===== config.mk =====
export PLATFORM = sky130hd
export DESIGN_NAME = plru_multiset
export DESIGN_NICKNAME = d
export VERILOG_FILES = /design/src/rtl/plru_multiset.sv
export SDC_FILE = /design/constraint.sdc
export NUM_CORES = 1
export LEC_CHECK = 0
export ABC_AREA = 1
export ABC_CLOCK_PERIOD_IN_PS = 2500
export CELL_PAD_IN_SITES_DETAIL_PLACEMENT = 0
export CELL_PAD_IN_SITES_GLOBAL_PLACEMENT = 1
export CORE_UTILIZATION = 25
export DETAILED_ROUTE_END_ITERATION = 16
export GPL_TIMING_DRIVEN = 0
export PLACE_DENSITY_LB_ADDON = 0.1
export REMOVE_ABC_BUFFERS = 1
export SYNTH_ARGS = -nofsm -noshare
export SYNTH_HDL_FRONTEND = slang
export SYNTH_SLANG_ARGS = --single-unit

===== constraint.sdc =====
create_clock -name clk -period 2.5 [get_ports clk]
set_clock_uncertainty 0.05 [all_clocks]
set_input_delay 0.375 -clock clk [delete_from_list [all_inputs] [get_ports clk]]
set_output_delay 0.375 -clock clk [all_outputs]
set_load 0.005 [all_outputs]

===== src/rtl/plru_multiset.sv =====
// Tree-PLRU replacement engine with one tree and one valid vector per set.
// A miss fills the lowest invalid way first, otherwise the way the tree points at.
module plru_multiset #(
  parameter int WAYS_NUM = 16,
  parameter int SETS_NUM = 4,
  localparam int WAY_W = $clog2(WAYS_NUM),
  localparam int SET_W = (SETS_NUM > 1) ? $clog2(SETS_NUM) : 1
) (
  input  logic             clk,
  input  logic             rst,
  input  logic             access_valid,
  input  logic [SET_W-1:0] access_set,
  input  logic             access_hit,
  input  logic [WAY_W-1:0] hit_way,
  input  logic             inv_valid,
  input  logic [SET_W-1:0] inv_set,
  input  logic [WAY_W-1:0] inv_way,
  input  logic             flush,
  output logic             victim_valid,
  output logic [WAY_W-1:0] victim_way,
  output logic             set_full
);

  localparam int NODES = WAYS_NUM - 1;

  logic [NODES-1:0]    r_tree  [SETS_NUM];
  logic [WAYS_NUM-1:0] r_valid [SETS_NUM];
  logic                r_victim_valid;
  logic [WAY_W-1:0]    r_victim_way;

  logic [NODES-1:0]    w_tree_cur;
  logic [NODES-1:0]    w_tree_next;
  logic [WAYS_NUM-1:0] w_valid_cur;
  logic                w_has_free;
  logic [WAY_W-1:0]    w_free_way;
  logic [WAY_W-1:0]    w_plru_way;
  logic [WAY_W-1:0]    w_victim;
  logic [WAY_W-1:0]    w_touch_way;

  // Level l of the tree starts at node 2^l-1; p is the way-index prefix walked so far.
  function automatic logic [NODES-1:0] f_touch(input logic [NODES-1:0] tree,
                                               input logic [WAY_W-1:0] way);
    logic [NODES-1:0] t;
    int p;
    int b;
    t = tree;
    p = 0;
    for (int l = 0; l < WAY_W; l++) begin
      b = (int'(way) >> (WAY_W - 1 - l)) & 1;
      t[WAY_W'((1 << l) - 1 + p)] = (b == 0);
      p = 2 * p + b;
    end
    return t;
  endfunction

  assign w_tree_cur  = r_tree[access_set];
  assign w_valid_cur = r_valid[access_set];

  always_comb begin : free_search
    w_has_free = 1'b0;
    w_free_way = '0;
    for (int i = WAYS_NUM - 1; i >= 0; i--) begin
      if (!w_valid_cur[WAY_W'(i)]) begin
        w_has_free = 1'b1;
        w_free_way = WAY_W'(i);
      end
    end
  end

  always_comb begin : plru_walk
    int p;
    p = 0;
    for (int l = 0; l < WAY_W; l++) begin
      p = 2 * p + int'(w_tree_cur[WAY_W'((1 << l) - 1 + p)]);
    end
    w_plru_way = WAY_W'(p);
  end

  assign w_victim    = w_has_free ? w_free_way : w_plru_way;
  assign w_touch_way = access_hit ? hit_way : w_victim;
  assign w_tree_next = f_touch(w_tree_cur, w_touch_way);

  // The invalidate is written last so it wins over a same-cycle fill of the same way.
  always_ff @(posedge clk) begin
    if (rst || flush) begin
      r_tree         <= '{default: '0};
      r_valid        <= '{default: '0};
      r_victim_valid <= 1'b0;
      r_victim_way   <= '0;
    end else begin
      r_victim_valid <= 1'b0;
      if (access_valid) begin
        r_tree[access_set] <= w_tree_next;
        if (!access_hit) begin
          r_valid[access_set][w_victim] <= 1'b1;
          r_victim_valid                <= 1'b1;
          r_victim_way                  <= w_victim;
        end
      end
      if (inv_valid) begin
        r_valid[inv_set][inv_way] <= 1'b0;
      end
    end
  end

  assign victim_valid = r_victim_valid;
  assign victim_way   = r_victim_way;
  assign set_full     = &w_valid_cur;

endmodule

==> results.tsv, run 1 <==
stage	metric	value	unit
timing	fmax	429	MHz
routing	drt_wl_total	10700	µm
routing	ant_nets	0	
global_route	grt_max_degree	34	
clock_tree	clk_root_buffer_cell	clkbuf_16	
placement	dp_slack	-1.61	ns
timing	fin_crit_sh	0.933	
setup_path	worstPathArrival	1.91	ns
synthesis	yosysSeqAreaShare	0.406	
cells_and_area	antenna_cells	0	
worst_hold_path	min_path_type	flip-flop to flip-flop	
routing	viasPerCell	4.59	
placement	io_buffers	18	
synthesis	ys_async_sr_fraction	0	
routing	num_vias	2908	
status	status	completed	
timing	maxSlewViolCount	0	
timing	hold_viol	0	
worst_hold_path	hp-start	r_valid[27]$_SDFFE_PP0P_	
global_route	grt_pass1_vias	2848	
placement	gp_congestion	0.714	
synthesis	synth_common_cells	dfxtp_1, o21ai_0, nor2_1	
placement	hpwl	7010	µm
synthesis	synth-seq-cells	68	
pwr	power	0.00248	W
setup_path	crit_chain	buf_8 > inv_8 > nand2_2 > clkinvlp_4 > a22o_1 > o21ai_0 > nor2_1 > nand2_1 > nor3_2 > dlygate4sd2_1	
floorplanning	start_util	0.261	
clock_tree	clk_path_buf_depth	2	
synthesis	yosysTopAreaCell	dfxtp_1	
floorplanning	die_w	118	µm
timing	rsz0062_at_grt	no	
timing	layout_setup_ws	0.167	ns
run	drv_cap	0	
routing	post_drt_wl_per_cell	16.9	µm
setup_path	path_buf_inv	4	
pwr	netSwitchingFraction	0.269	
routing	drc	0	
routing	dr.pass1.iters	5	
pwr	p_leak	1.47	nW
setup_path	crit_type	primary input to output pin	
pwr	combPwrFrac	0.088	
setup_path	critPathMaxFanout	11	
pwr	sequentialPowerShare	0.439	
synthesis	yosysTopAreaCellShare	0.406	
setup_path	required	2.08	ns
clock_tree	cts_tree	done	
clock_tree	clk_pin_slew	0.06	ns
timing	fin_setup_tns	0	ns
floorplanning	std_cell_rows	41	
setup_path	crit_start	access_set[0]	
floorplanning	ios	24	
synthesis	avgSynthCellArea	7.64	µm²
clock_tree	htree_levels	3	
pwr	pwr-share-clk	0.473	
floorplanning	core-area	0.0128	mm²
global_route	grt_pass1_wl	16900	µm
clock_tree	numCtsBuffers	9	
global_route	grt_overflow_total	0	
cells_and_area	drive_gt1_frac	0.160	
synthesis	yosys_most_used_dff	dfxtp_1	
timing	finalSetupViolations	0	
timing	tightest_slew	1.04	ns
clock_tree	clock_sinks	68	
timing	min_period	2.33	ns
synthesis	synthMostInstantiatedCell	dfxtp_1	
synthesis	synthCells	439	
global_route	grt_usage	0.164	
global_route	grt_antenna_before_repair	0	
setup_path	critPathCaptureType	output pin	
pwr	power_switching	0.000668	W
timing	worst_slew_margin_rel	0.305	
routing	first_iter_violations	108	
cells_and_area	finalNonFillerCells	634	
synthesis	synth_area	0.00335	mm²
cells_and_area	fin_nets	475	
setup_path	crit_family	buffers and inverters	
setup_path	cpPeakStageDelay	0.27	ns
floorplanning	die_h	118	µm
synthesis	synth_cell_types	35	
pwr	p_int	0.00181	W
cells_and_area	post-route-util	0.312	
pwr	powerDensity	620	mW/mm²
clock_tree	clk-insertion-delay-late	0.34	ns
synthesis	yosys_warnings	0	
placement	dp_cells	616	
synthesis	synth.area.top_cells	dfxtp_1, o21ai_0, nor2_1, nand2_1, inv_1	
setup_path	start_kind	primary input	
floorplanning	dieArea	0.0139	mm²
setup_path	rr_startpoint	r_valid[0]$_SDFF_PP0_	
cells_and_area	n_fill_cell	1431	
pwr	ir_worst_vdd	293	µV
cells_and_area	syn_to_final_growth	19.4	%
synthesis	synth_enable_flop_cells	0	
setup_path	crit_slowest_cell	dlygate4sd2_1	
[worst min-delay path, cell delays in order, from the launching register on]
cell	delay (ns)
dfxtp_1	0.30
o21ai_0	0.06
nor2_1	0.04
[cells in the final DEF (no fill, tap or decap), types with 2 or more instances in the layout]
| master | netlist | routed |
|---|---|---|
| a22o_1 | 8 | 8 |
| o221a_2 | 2 | 2 |
| a31oi_1 | 3 | 3 |
| nor3_1 | 3 | 2 |
| a21oi_2 | 7 | 7 |
| nand3_1 | 24 | 24 |
| o21ai_1 | 2 | 2 |
| clkinvlp_4 | 0 | 3 |
| nand2_2 | 4 | 5 |
| buf_8 | 0 | 2 |
| nor2_4 | 4 | 4 |
| o21ai_0 | 67 | 67 |
| nand4_1 | 9 | 9 |
| inv_4 | 2 | 3 |
| inv_6 | 2 | 2 |
| nand2_1 | 57 | 56 |
| nand2_4 | 10 | 10 |
| a22oi_1 | 2 | 2 |
| clkinv_2 | 0 | 4 |
| clkbuf_16 | 0 | 9 |
| nor2_1 | 61 | 60 |
| dfxtp_1 | 68 | 68 |
| clkdlybuf4s50_1 | 0 | 15 |
| nor2_8 | 4 | 4 |
| nand2_8 | 2 | 2 |
| inv_1 | 42 | 41 |
| inv_2 | 5 | 3 |
| a21oi_1 | 25 | 25 |
| nor2_2 | 4 | 5 |
| nand3_4 | 2 | 2 |
[through the flow]
step | hold WS, ns | instance area [µm²]
finish | 0.396 | 4000
global route | 0.410 | 4000
CTS | 0.397 | 4000
detailed placement | 0.388 | 3680
global placement | 0.385 | 3660
floorplan | 0.378 | 3270
[worst paths after layout]
path                              end  slack, ns  cells after the start
max                          set_full       0.17                     10
min          r_valid[27]$_SDFFE_PP0P_       0.40                      2
min reg2reg  r_valid[27]$_SDFFE_PP0P_       0.40                      2
max reg2reg    r_valid[39]$_SDFF_PP0_       1.00                      8
[cell families (layout without fill, tap and decap cells)]
kind of cell	Yosys count	in the layout	synth area share
and+or+nand+nor	184	184	0.297
AOI/OAI and AO/OA	121	121	0.208
DFF	68	68	0.406
buffers and inverters	65	88	0.0873
other	1	1	0.00112
[what timing repair did]
| action | 4_1_cts | 5_1_grt |
|---|---|---|
| gates resized for setup | 22 | 1 |
| buffers inserted | 2 | 0 |
| pin swaps | 1 | 0 |
| hold buffers | 0 | 0 |
| hold endpoints to repair | 0 | 0 |
| endpoints found under the setup margin | 32 | 1 |
[routing by layer]
| metal | vias to the layer above | wire (µm) | track usage |
|---|---|---|---|
| met4 | 0 | 103 | 0.0409 |
| met5 | - | 0 | 0 |
| met1 | 1350 | 5430 | 0.220 |
| li1 | 1499 | - | - |
| met2 | 52 | 4730 | 0.258 |
| met3 | 7 | 434 | 0.0426 |
[power by group through the flow]
stage,clock (W),sequential (W),combinational [W]
after global routing,0.00125,0.00109,0.000239
after CTS,0.00121,0.00109,0.000223
final,0.00117,0.00109,0.000218
after global placement,0,0.00111,0.000211
after floorplan,0,0.00111,0.000112
after detailed placement,0,0.00111,0.000213
[sequential cells by signal, indices dropped and copies added (netlist names)]
register and count:
r_valid 64, victim_valid 1, victim_way 3
[layout make-up]
type	count	area [µm²]	share of cell area
multi-input combinational	306	1710	0.427
sequential	68	1360	0.340
timing repair buffer	21	228	0.0569
clock buffer	9	225	0.0563
inverter	51	220	0.0550
tap	172	215	0.0538
clock inverter	7	43.8	0.0109
Note: power is estimated with default switching activity, not from simulation.
==> run 2, diff against run 1 <==
--- a/config.mk
+++ b/config.mk
@@ -10,8 +10,8 @@
 export CELL_PAD_IN_SITES_DETAIL_PLACEMENT = 0
 export CELL_PAD_IN_SITES_GLOBAL_PLACEMENT = 1
 export CORE_UTILIZATION = 25
+export CTS_CLUSTER_SIZE = 28
 export DETAILED_ROUTE_END_ITERATION = 16
-export GPL_TIMING_DRIVEN = 0
 export PLACE_DENSITY_LB_ADDON = 0.1
 export REMOVE_ABC_BUFFERS = 1
 export SYNTH_ARGS = -nofsm -noshare
==> results.tsv, run 2 (synthesized netlist as in run 1, its figures left out) <==
stage	metric	value	unit	change
status	status	completed		
setup_path	reg2reg_slack	0.90	ns	-0.10 ns
floorplanning	die_w	118	µm	unchanged
pwr	powerDensity	609	mW/mm²	-1.8%
clock_tree	htree_levels	3		unchanged
clock_tree	clk_root_buffer_cell	clkbuf_16		
floorplanning	die_h	118	µm	unchanged
setup_path	cpPeakStageDelay	0.21	ns	-0.06 ns
cells_and_area	finalNonFillerCells	670		+5.7%
clock_tree	clock_sinks	68		unchanged
cells_and_area	drive_gt1_frac	0.223		+0.0627
placement	hpwl	7770	µm	+11%
setup_path	critPathMaxFanout	6		-5
routing	drt_wl_total	11200	µm	+4.8%
global_route	grt_usage	0.173		+0.00959
setup_path	path_buf_inv	4		unchanged
routing	post_drt_wl_per_cell	16.7	µm	-0.85%
routing	first_iter_violations	151		+40%
cells_and_area	layout_common_cells	dfxtp_1, o21ai_0, nor2_1		
cells_and_area	top_register	r_valid		
timing	finalSetupViolations	0		unchanged
setup_path	cpMostUsedCell	nand2_1		
pwr	power	0.00263	W	+6.1%
cells_and_area	syn_to_final_growth	28.9	%	
global_route	grt_antenna_before_repair	0		unchanged
timing	fin_crit_sh	0.899		-0.0339
timing	worst_slew_margin_rel	0.571		+0.266
timing	rsz0062_at_grt	no		
global_route	grt_pass1_vias	3109		+9.2%
setup_path	start_kind	primary input		
cells_and_area	fin_nets	511		+7.6%
global_route	grt_overflow_total	0		unchanged
pwr	p_leak	1.67	nW	+14%
placement	dp_cells	651		+5.7%
pwr	ir_worst_vdd	443	µV	+51%
routing	viasPerCell	4.59		about the same
clock_tree	clk_pin_slew	0.06	ns	about the same
setup_path	worstPathArrival	1.82	ns	-0.09 ns
setup_path	r2r_cells	11		+3
global_route	grt_pass1_wl	17800	µm	+5.4%
floorplanning	std_cell_rows	41		unchanged
timing	min_period	2.25	ns	-0.0848 ns
floorplanning	dieArea	0.0139	mm²	unchanged
setup_path	crit_chain	clkbuf_2 > buf_6 > nor2_4 > buf_12 > nand2_1 > nand2_1 > nor2_1 > o21bai_1 > nor2_1 > nand2_1 > nor3_2 > buf_2		
clock_tree	clk-insertion-delay-late	0.35	ns	about the same
setup_path	rr_startpoint	r_valid[22]$_SDFF_PP0_		
cells_and_area	mostFrequentLayoutCell	dfxtp_1		
setup_path	endpoint	set_full		
cells_and_area	antenna_cells	0		unchanged
routing	drc	0		unchanged
clock_tree	numCtsBuffers	9		unchanged
setup_path	crit_start	access_set[1]		
floorplanning	start_util	0.261		unchanged
placement	io_buffers	18		unchanged
clock_tree	clk_path_buf_depth	2		unchanged
setup_path	timing.rr.end	r_valid[7]$_SDFF_PP0_		
run	drv_cap	0		unchanged
routing	dr.pass1.iters	4		-1
floorplanning	ios	24		unchanged
timing	maxSlewViolCount	0		unchanged
setup_path	crit_cells	12		+2
global_route	grt_max_degree	33		-2.9%
setup_path	crit_type	primary input to output pin		
cells_and_area	largest_register_ffs	64		unchanged
timing	fin_setup_tns	0	ns	unchanged
timing	hold_viol	0		unchanged
timing	tightest_slew	0.643	ns	-0.399 ns
setup_path	critPathCaptureType	output pin		
placement	gp_congestion	0.793		+11%
setup_path	crit_family	simple AND/OR/NAND/NOR gates		
setup_path	required	2.08	ns	about the same
clock_tree	cts_tree	done		
routing	num_vias	3072		+5.6%
cells_and_area	post-route-util	0.337		+0.0250
setup_path	crit_slowest_cell	nor2_4		
floorplanning	core-area	0.0128	mm²	unchanged
timing	fmax	445	MHz	+3.8%
clock_tree	cts_hold_buf	0		unchanged
worst_hold_path	min_path_type	flip-flop to flip-flop		
routing	ant_nets	0		unchanged
-- run 2: layer usage --
| layer | global-route usage | share of wire | vias to the layer above |
|---|---|---|---|
| met2 | 0.278 | 0.47 | 49 |
| met1 | 0.227 | 0.48 | 1453 |
| met5 | 0 | 0 | - |
| met4 | 0.0457 | 0.010 | 0 |
| li1 | - | - | 1562 |
| met3 | 0.0465 | 0.039 | 8 |
-- run 2: final cells by class --
class                           instances  area (µm²)
Fill cell                            1409        8500
Timing Repair Buffer                   57         529
Inverter                               51         209
Multi-Input combinational cell        306        1710
Clock buffer                            9         225
Tap cell                              172         215
Sequential cell                        68        1360
Clock inverter                          7        73.8
-- run 2: what timing repair did --
action / in CTS / in global routing
endpoints found under the setup margin: 1 / 1
gates resized for setup: 7 / 8
pin swaps: 0 / 2
gates cloned: 0 / 1
setup buffers: 0 / 2
-- run 2: worst min path at each step --
| stage | to | from | cells after the start |
|---|---|---|---|
| 2_1_floorplan | r_valid[30]$_SDFFE_PP0P_ | r_valid[30]$_SDFFE_PP0P_ | 2 |
| 3_3_place_gp | r_valid[17]$_SDFF_PP0_ | r_valid[17]$_SDFF_PP0_ | 2 |
| 3_5_place_dp | r_valid[63]$_SDFFE_PP0P_ | r_valid[63]$_SDFFE_PP0P_ | 2 |
| 4_1_cts | r_valid[63]$_SDFFE_PP0P_ | r_valid[63]$_SDFFE_PP0P_ | 2 |
| 5_1_grt | r_valid[23]$_SDFF_PP0_ | r_valid[23]$_SDFF_PP0_ | 2 |
| 6_report | r_valid[26]$_SDFFE_PP0P_ | r_valid[26]$_SDFFE_PP0P_ | 2 |
-- run 2: through the flow --
| stage | hold slack, ns | area, µm² | setup slack [ns] |
|---|---|---|---|
| after floorplan | 0.378 | 3270 | 0.358 |
| after global placement | 0.389 | 3970 | -0.653 |
| after detailed placement | 0.390 | 3970 | -0.607 |
| after CTS | 0.401 | 4280 | 0.0234 |
| after global routing | 0.416 | 4320 | 0.0633 |
| final | 0.398 | 4320 | 0.252 |
-- run 2: power by group --
part	switching [W]	internal, W	total (W)
sequential	0.00000158	0.00109	0.00109
combinational	0.000164	0.0000920	0.000256
clock	0.000511	0.000776	0.00129
total	0.000676	0.00196	0.00263
-- run 2: worst register-to-register path: stages (launching register included) --
cell and delay, ns:
dfxtp_1 0.34, nand3_1 0.08, nand2_1 0.10, nor2_1 0.07, buf_4 0.13, nand2_1 0.10, nand2_4 0.07, nand2_4 0.07
nand3_4 0.15, nand2_4 0.16, nand3_1 0.11, a21oi_2 0.12
